## config.mk

```make
export PLATFORM = sky130hd
export DESIGN_NAME = mc_control
export DESIGN_NICKNAME = d
export VERILOG_FILES = /design/src/rtl/mc_control.sv
export SDC_FILE = /design/constraint.sdc
export NUM_CORES = 1
export LEC_CHECK = 0
export ABC_AREA = 0
export CAP_MARGIN = 40
export CORE_ASPECT_RATIO = 0.5
export CORE_MARGIN = 1.5
export CORE_UTILIZATION = 37
export CTS_BUF_LIST = sky130_fd_sc_hd__clkbuf_4
export CTS_CLUSTER_SIZE = 16
export DETAILED_ROUTE_END_ITERATION = 8
export GPL_ROUTABILITY_DRIVEN = 1
export SYNTH_ARGS = -nofsm -noshare
export SYNTH_HDL_FRONTEND = slang
export SYNTH_SLANG_ARGS = --single-unit
```

## constraint.sdc

```tcl
create_clock -name clk -period 2.45 [get_ports clk]
set_clock_uncertainty 0.2 [all_clocks]
set_input_delay 0.49 -clock clk [delete_from_list [all_inputs] [get_ports clk]]
set_output_delay 0.49 -clock clk [all_outputs]
set_load 0.03 [all_outputs]
```

## src/rtl/mc_control.sv

```systemverilog
// mc_control: multi-cycle control sequencer for the MIPS-subset datapath.
// Steps each instruction through fetch/decode/execute/memory/writeback and
// drives every datapath strobe and mux select. Halts on an all-zero
// instruction, an unsupported encoding, or a data-memory wait timeout.
module mc_control #(
    parameter int DATA_WAIT_MAX = 255
) (
    input  logic       clk,
    input  logic       reset,
    input  logic [5:0] opcode,
    input  logic [5:0] funct,
    input  logic       zero,
    input  logic       mem_ready,
    output logic       ir_write,
    output logic       pc_write,
    output logic [1:0] pc_src,
    output logic       alu_src_a,
    output logic [1:0] alu_src_b,
    output logic [2:0] alu_op,
    output logic       reg_write,
    output logic       reg_dst,
    output logic       mem_to_reg,
    output logic       mem_read,
    output logic       mem_write,
    output logic       halted,
    output logic       illegal,
    output logic [3:0] state
);

    typedef enum logic [3:0] {
        FETCH  = 4'd0,
        DECODE = 4'd1,
        ADDR   = 4'd2,
        MEM_RD = 4'd3,
        WB_LW  = 4'd4,
        MEM_WR = 4'd5,
        EXEC_R = 4'd6,
        WB_R   = 4'd7,
        EXEC_I = 4'd8,
        WB_I   = 4'd9,
        BRANCH = 4'd10,
        JUMP   = 4'd11,
        HALT   = 4'd12
    } state_t;

    typedef struct packed {
        logic       ir_write;
        logic       pc_write;
        logic [1:0] pc_src;
        logic       alu_src_a;
        logic [1:0] alu_src_b;
        logic [2:0] alu_op;
        logic       reg_write;
        logic       reg_dst;
        logic       mem_to_reg;
        logic       mem_read;
        logic       mem_write;
        logic       halted;
    } ctl_t;

    localparam logic [5:0] OP_RTYPE = 6'h00;
    localparam logic [5:0] OP_J     = 6'h02;
    localparam logic [5:0] OP_BEQ   = 6'h04;
    localparam logic [5:0] OP_BNE   = 6'h05;
    localparam logic [5:0] OP_ADDI  = 6'h08;
    localparam logic [5:0] OP_LW    = 6'h23;
    localparam logic [5:0] OP_SW    = 6'h2b;

    localparam logic [5:0] FN_HALT = 6'h00;
    localparam logic [5:0] FN_ADD  = 6'h20;
    localparam logic [5:0] FN_SUB  = 6'h22;
    localparam logic [5:0] FN_AND  = 6'h24;
    localparam logic [5:0] FN_OR   = 6'h25;
    localparam logic [5:0] FN_SLT  = 6'h2a;

    localparam int unsigned WAIT_W =
        ($clog2(DATA_WAIT_MAX + 1) > 8) ? $clog2(DATA_WAIT_MAX + 1) : 8;
    localparam logic [WAIT_W-1:0] WAIT_LAST = WAIT_W'(DATA_WAIT_MAX - 1);

    state_t            r_state;
    state_t            w_next;
    logic              w_set_illegal;
    logic [5:0]        w_fn_next;
    logic              w_branch_take;
    logic [5:0]        r_op;
    logic [5:0]        r_fn;
    logic [WAIT_W-1:0] r_wait;
    logic              r_illegal;
    ctl_t              r_out;

    // Moore output pattern for a given state; alu_op in EXEC_R follows funct.
    function automatic ctl_t f_decode(input state_t s, input logic [5:0] fn);
        ctl_t c;
        c = '0;
        case (s)
            FETCH: begin
                c.ir_write  = 1'b1;
                c.pc_write  = 1'b1;
                c.alu_src_b = 2'd1;
            end
            DECODE: c.alu_src_b = 2'd3;
            EXEC_R: begin
                c.alu_src_a = 1'b1;
                case (fn)
                    FN_SUB:  c.alu_op = 3'd1;
                    FN_AND:  c.alu_op = 3'd2;
                    FN_OR:   c.alu_op = 3'd3;
                    FN_SLT:  c.alu_op = 3'd7;
                    default: c.alu_op = 3'd0;
                endcase
            end
            WB_R: begin
                c.reg_write = 1'b1;
                c.reg_dst   = 1'b1;
            end
            EXEC_I, ADDR: begin
                c.alu_src_a = 1'b1;
                c.alu_src_b = 2'd2;
            end
            WB_I:   c.reg_write = 1'b1;
            MEM_RD: c.mem_read  = 1'b1;
            WB_LW: begin
                c.reg_write  = 1'b1;
                c.mem_to_reg = 1'b1;
            end
            MEM_WR: c.mem_write = 1'b1;
            BRANCH: begin
                c.alu_src_a = 1'b1;
                c.alu_op    = 3'd1;
                c.pc_src    = 2'd1;
            end
            JUMP: begin
                c.pc_src   = 2'd2;
                c.pc_write = 1'b1;
            end
            HALT:    c.halted = 1'b1;
            default: c = '0;
        endcase
        return c;
    endfunction

    // Next-state selection, instruction dispatch and watchdog expiry.
    always_comb begin
        w_next        = r_state;
        w_set_illegal = 1'b0;
        w_fn_next     = (r_state == DECODE) ? funct : r_fn;
        case (r_state)
            FETCH: w_next = DECODE;
            DECODE: begin
                case (opcode)
                    OP_RTYPE: begin
                        case (funct)
                            FN_ADD, FN_SUB, FN_AND, FN_OR, FN_SLT: w_next = EXEC_R;
                            FN_HALT: w_next = HALT;
                            default: begin
                                w_next        = HALT;
                                w_set_illegal = 1'b1;
                            end
                        endcase
                    end
                    OP_LW, OP_SW:   w_next = ADDR;
                    OP_ADDI:        w_next = EXEC_I;
                    OP_BEQ, OP_BNE: w_next = BRANCH;
                    OP_J:           w_next = JUMP;
                    default: begin
                        w_next        = HALT;
                        w_set_illegal = 1'b1;
                    end
                endcase
            end
            ADDR: w_next = (r_op == OP_LW) ? MEM_RD : MEM_WR;
            MEM_RD, MEM_WR: begin
                if (mem_ready) begin
                    w_next = (r_state == MEM_RD) ? WB_LW : FETCH;
                end else if (r_wait == WAIT_LAST) begin
                    w_next        = HALT;
                    w_set_illegal = 1'b1;
                end
            end
            EXEC_R: w_next = WB_R;
            EXEC_I: w_next = WB_I;
            WB_R, WB_I, WB_LW, BRANCH, JUMP: w_next = FETCH;
            HALT:    w_next = HALT;
            default: w_next = FETCH;
        endcase
    end

    // State register, latched instruction fields, wait counter and the
    // output pattern registered one cycle ahead from the next state.
    always_ff @(posedge clk) begin
        if (reset) begin
            r_state   <= FETCH;
            r_op      <= '0;
            r_fn      <= '0;
            r_wait    <= '0;
            r_illegal <= 1'b0;
            r_out     <= f_decode(FETCH, '0);
        end else begin
            r_state <= w_next;
            if (r_state == DECODE) begin
                r_op <= opcode;
                r_fn <= funct;
            end
            if ((r_state == MEM_RD || r_state == MEM_WR) && !mem_ready) begin
                r_wait <= r_wait + WAIT_W'(1);
            end else begin
                r_wait <= '0;
            end
            if (w_set_illegal) begin
                r_illegal <= 1'b1;
            end
            r_out <= f_decode(w_next, w_fn_next);
        end
    end

    assign w_branch_take = ((r_op == OP_BEQ) &&  zero) ||
                           ((r_op == OP_BNE) && !zero);

    // Drive ports; reset blanks everything combinationally so an abandoned
    // memory access drops its strobe in the reset cycle itself.
    always_comb begin
        ir_write   = 1'b0;
        pc_write   = 1'b0;
        pc_src     = '0;
        alu_src_a  = 1'b0;
        alu_src_b  = '0;
        alu_op     = '0;
        reg_write  = 1'b0;
        reg_dst    = 1'b0;
        mem_to_reg = 1'b0;
        mem_read   = 1'b0;
        mem_write  = 1'b0;
        halted     = 1'b0;
        illegal    = 1'b0;
        state      = '0;
        if (!reset) begin
            ir_write   = r_out.ir_write;
            pc_write   = (r_state == BRANCH) ? w_branch_take : r_out.pc_write;
            pc_src     = r_out.pc_src;
            alu_src_a  = r_out.alu_src_a;
            alu_src_b  = r_out.alu_src_b;
            alu_op     = r_out.alu_op;
            reg_write  = r_out.reg_write;
            reg_dst    = r_out.reg_dst;
            mem_to_reg = r_out.mem_to_reg;
            mem_read   = r_out.mem_read;
            mem_write  = r_out.mem_write;
            halted     = r_out.halted;
            illegal    = r_illegal;
            state      = r_state;
        end
    end

endmodule

```

==> Flow_metrics.wiki <==
{| class="wikitable"
! Metric !! Value
|-
| Count of nets left with antenna violations after detail routing || 0
|-
| Reg2reg end || r_out[7]
|-
| H-tree Lvls || 2
|-
| Post-Layout Cell Count || 410
|-
| Peak Freq || 415.9 MHz
|-
| Max-cap check violation count || 0
|-
| Clock buffer depth || 2
|-
| Initial cell density of the core || 40.23%
|-
| Port bufs || 36
|-
| Total CTS buffers || 5
|-
| Crit Reg-Reg Startpoint || r_state[2]
|-
| Share of post-route cells with drive strength above 1 || 37.65%
|-
| Met1 layer wirelength in the final routing || 2.676 mm
|-
| Final setup vio count || 0
|-
| Overall global routing resource usage || 18.02%
|-
| Final layout net count || 357
|-
| Commonest non-fill, non-tap cell in the layout || sky130_fd_sc_hd__buf_4
|-
| Largest net degree at the start of global routing || 53
|-
| Site Rows || 18
|-
| Final global-route overflow total || 0
|-
| YS warnings || 0
|-
| Area share of the largest cell type after synthesis || 39.73%
|-
| Critical path arrival || 2.48 ns
|-
| Sequential share of the synthesized area || 39.73%
|-
| Number of register bits inferred by synthesis || 41
|-
| Hold path startpoint || r_fn[4]
|-
| Antenna diode count || 0
|-
| Crit start category || primary input
|-
| CP max FO || 3
|-
| Wire per inst || 13.11 um
|-
| Number of synthesized flops with an enable pin || 0
|-
| Post-Route WL || 5.377 mm
|-
| Relative slew slack || 63.01%
|-
| Period minus WS final || 2.404 ns
|-
| R2R cell count || 4
|-
| Area leader, netlist || sky130_fd_sc_hd__dfxtp_1
|-
| Worst-Margin Slew || 0.5409 ns
|-
| Power density over cell area || 514.7 nW/um2
|-
| Clock tree root buffer cell || sky130_fd_sc_hd__clkbuf_4
|-
| Number of I/O pins || 37
|-
| Final Total Pwr || 1592 uW
|-
| Clock insertion delay at the later pin of the skew report || 0.35 ns
|-
| Synthesized Nets || 265
|-
| Status || completed
|-
| Area grow syn2layout || 49.73%
|-
| Fill cell total of the finished layout || 469
|-
| Final weighted congestion of routability-driven global placement || 0.8158
|-
| Number of hold violations in the final report || 0
|-
| Placed insts || 383
|-
| Maximum resistive drop on vdd || 241.0 uV
|-
| Max layer used || met4
|-
| Global-route wire length before repair || 8.735 mm
|-
| Cells traversed along the worst timing path || clkdlybuf4s15_2 > or4b_4 > nand2_4 > buf_6 > nor2_2 > o41ai_4 > or3b_4 > a311oi_2
|-
| Worst slack at placement || -0.5409 ns
|-
| Number of vias after detailed routing || 2050
|-
| Dominant register cell in the synthesized netlist || sky130_fd_sc_hd__dfxtp_1
|-
| Reg2reg setup slack || 0.08 ns
|-
| Unrepaired setup endpoints after global routing || true
|-
| CTS tree || done
|-
| Hold depth || 2
|-
| Core box area || 5135 um2
|-
| Critical path's largest stage delay || 0.56 ns
|-
| Gate count of the mapped netlist || 247
|-
| Die span in y || 55.84 um
|-
| DRC violations left || 0
|-
| Number of buffers inserted for hold repair after clock tree synthesis || 0
|-
| Path category of the worst min-delay check || flop to flop
|-
| Mapped Avg Cell Area || 8.363 um2
|-
| Final-layout worst hold slack || 0.2723 ns
|-
| Largest delay share family, worst path || simple AND/OR/NAND/NOR gates
|-
| Met3 WL || 215 um
|-
| Number of antenna violations at the first check in global routing || 0
|-
| Die area || 6068 um2
|-
| Top library cells by usage in the layout, fill and taps aside || sky130_fd_sc_hd__buf_4, sky130_fd_sc_hd__dfxtp_1, sky130_fd_sc_hd__nand2_1, sky130_fd_sc_hd__nor2b_1, sky130_fd_sc_hd__nor2_1
|-
| Post-synthesis instance area || 2066 um2
|-
| Number of global-route vias before repair || 1948
|-
| Worst setup margin || 0.04551 ns
|-
| HPWL after DPL || 3.770 mm
|-
| Dominant cells by area after synthesis || sky130_fd_sc_hd__dfxtp_1, sky130_fd_sc_hd__nor2b_1, sky130_fd_sc_hd__nand2_1
|-
| Worst Hold Endpoint || r_fn[4]
|-
| P_leak || 0.001327 uW
|-
| Worst-path clk slew || 0.13 ns
|-
| CP endpoint kind || flop
|-
| Number of max-slew violations in the final report || 0
|-
| Fraction of the core area covered by cells at the end of the flow || 60.23%
|-
| Post-synthesis async set-or-reset flop share || 0%
|-
| Total clock sinks || 41
|-
| Worst path bufs/invs || 2
|-
| Final Cycle Share || 98.14%
|-
| Critical path start-end classification || primary input to flop
|-
| Count of distinct cell types in the synthesized netlist || 50
|-
| Number of iterations in the first detailed-routing pass || 4
|-
| Required time at the worst-slack endpoint || 2.52 ns
|-
| Post-detailed-route via-to-cell ratio || 5.000
|-
| X dimension of the die || 108.7 um
|-
| Drt first-iter violations || 84
|-
| Length of routed met2 wiring || 2.464 mm
|-
| Slowest cell on the critical path || sky130_fd_sc_hd__or4b_4
|}
-- layout make-up --
type                            instances  area, um2  share of cell area, %
Clock buffer                            5      37.54                  1.214
Multi-Input combinational cell        189       1297                  41.95
Clock inverter                          3      25.02                 0.8091
Inverter                                4      15.01                 0.4854
Timing Repair Buffer                   98      800.8                  25.89
Sequential cell                        41      829.5                  26.82
Tap cell                               70      87.58                  2.832
-- worst max-delay path by stage --
stage / start / end / slack, ns / depth (start not counted)
CTS: opcode[5] / r_out[14] / 0.001 / 9
global route: r_state[1] / r_out[7] / -0.01 / 9
floorplan: opcode[5] / r_out[7] / -0.02 / 6
detailed placement: opcode[1] / r_out[7] / -0.54 / 9
finish: opcode[5] / r_out[7] / 0.05 / 8
global placement: opcode[5] / r_out[14] / -0.47 / 9
-- worst register-to-register path, delay by kind of cell (launching register included) --
family           cells  cell delay, ns
AO/OA/AOI/OAI        2            0.65
flip-flops           1            0.38
AND/OR/NAND/NOR      2            1.07
-- kinds of logic (layout without fill, tap and decap cells) --
logic type	count (synthesis)	after routing	share of synthesized area [%]
AO/OA/AOI/OAI	46	46	16.60
buffers and inverters	17	110	3.392
XOR/XNOR	9	9	3.816
adder cells (fa/ha/maj)	2	2	1.211
multiplexers	1	1	0.4846
AND/OR/NAND/NOR	131	131	34.77
flip-flops	41	41	39.73
-- cells in the mapped netlist, types with 3 or more instances --
| cell type | instances |
|---|---|
| sky130_fd_sc_hd__nand2_1 | 29 |
| sky130_fd_sc_hd__buf_2 | 5 |
| sky130_fd_sc_hd__nor3_1 | 7 |
| sky130_fd_sc_hd__nand3_1 | 5 |
| sky130_fd_sc_hd__xor2_1 | 6 |
| sky130_fd_sc_hd__nor2b_1 | 30 |
| sky130_fd_sc_hd__nor4_1 | 3 |
| sky130_fd_sc_hd__xnor2_1 | 3 |
| sky130_fd_sc_hd__inv_1 | 4 |
| sky130_fd_sc_hd__a21oi_1 | 18 |
| sky130_fd_sc_hd__nor2_1 | 23 |
| sky130_fd_sc_hd__clkbuf_1 | 8 |
| sky130_fd_sc_hd__dfxtp_1 | 41 |
| sky130_fd_sc_hd__and3_1 | 3 |
| sky130_fd_sc_hd__nor3b_1 | 6 |
| sky130_fd_sc_hd__nand2b_1 | 9 |
| sky130_fd_sc_hd__o21ai_0 | 4 |
-- registers in the layout, indices dropped and copies added, names as in the netlist --
register / count
r_wait: 8
r_out: 16
r_state: 4
r_illegal: 1
r_fn: 6
r_op: 6
-- stage by stage --
step	cell area (um2)	setup TNS, ns
global route	3093	-0.01598
finish	3093	0
global placement	2741	-6.587
floorplan	2066	-0.02133
detailed placement	2741	-7.009
CTS	2985	0
-- per-layer routing --
| metal | vias to the layer above | track usage [%] |
|---|---|---|
| met2 | 32 | 28.75 |
| met5 | - | 0 |
| li1 | 1048 | - |
| met4 | 0 | 2.820 |
| met1 | 966 | 25.34 |
| met3 | 4 | 3.864 |
-- power breakdown --
group	total [uW]	internal, uW	leakage [uW]	switching [uW]
Clock	361	117	0.0000318	244
Sequential	745	715	0.000336	29.4
Combinational	486	235	0.000959	251
-- timing repair --
action,in CTS,in global routing
gates cloned,1,0
setup endpoints to repair,8,14
resized for setup,32,27
buffers inserted,16,2
pin swaps,12,10
No activity file was read; power rests on OpenSTA's default activity.
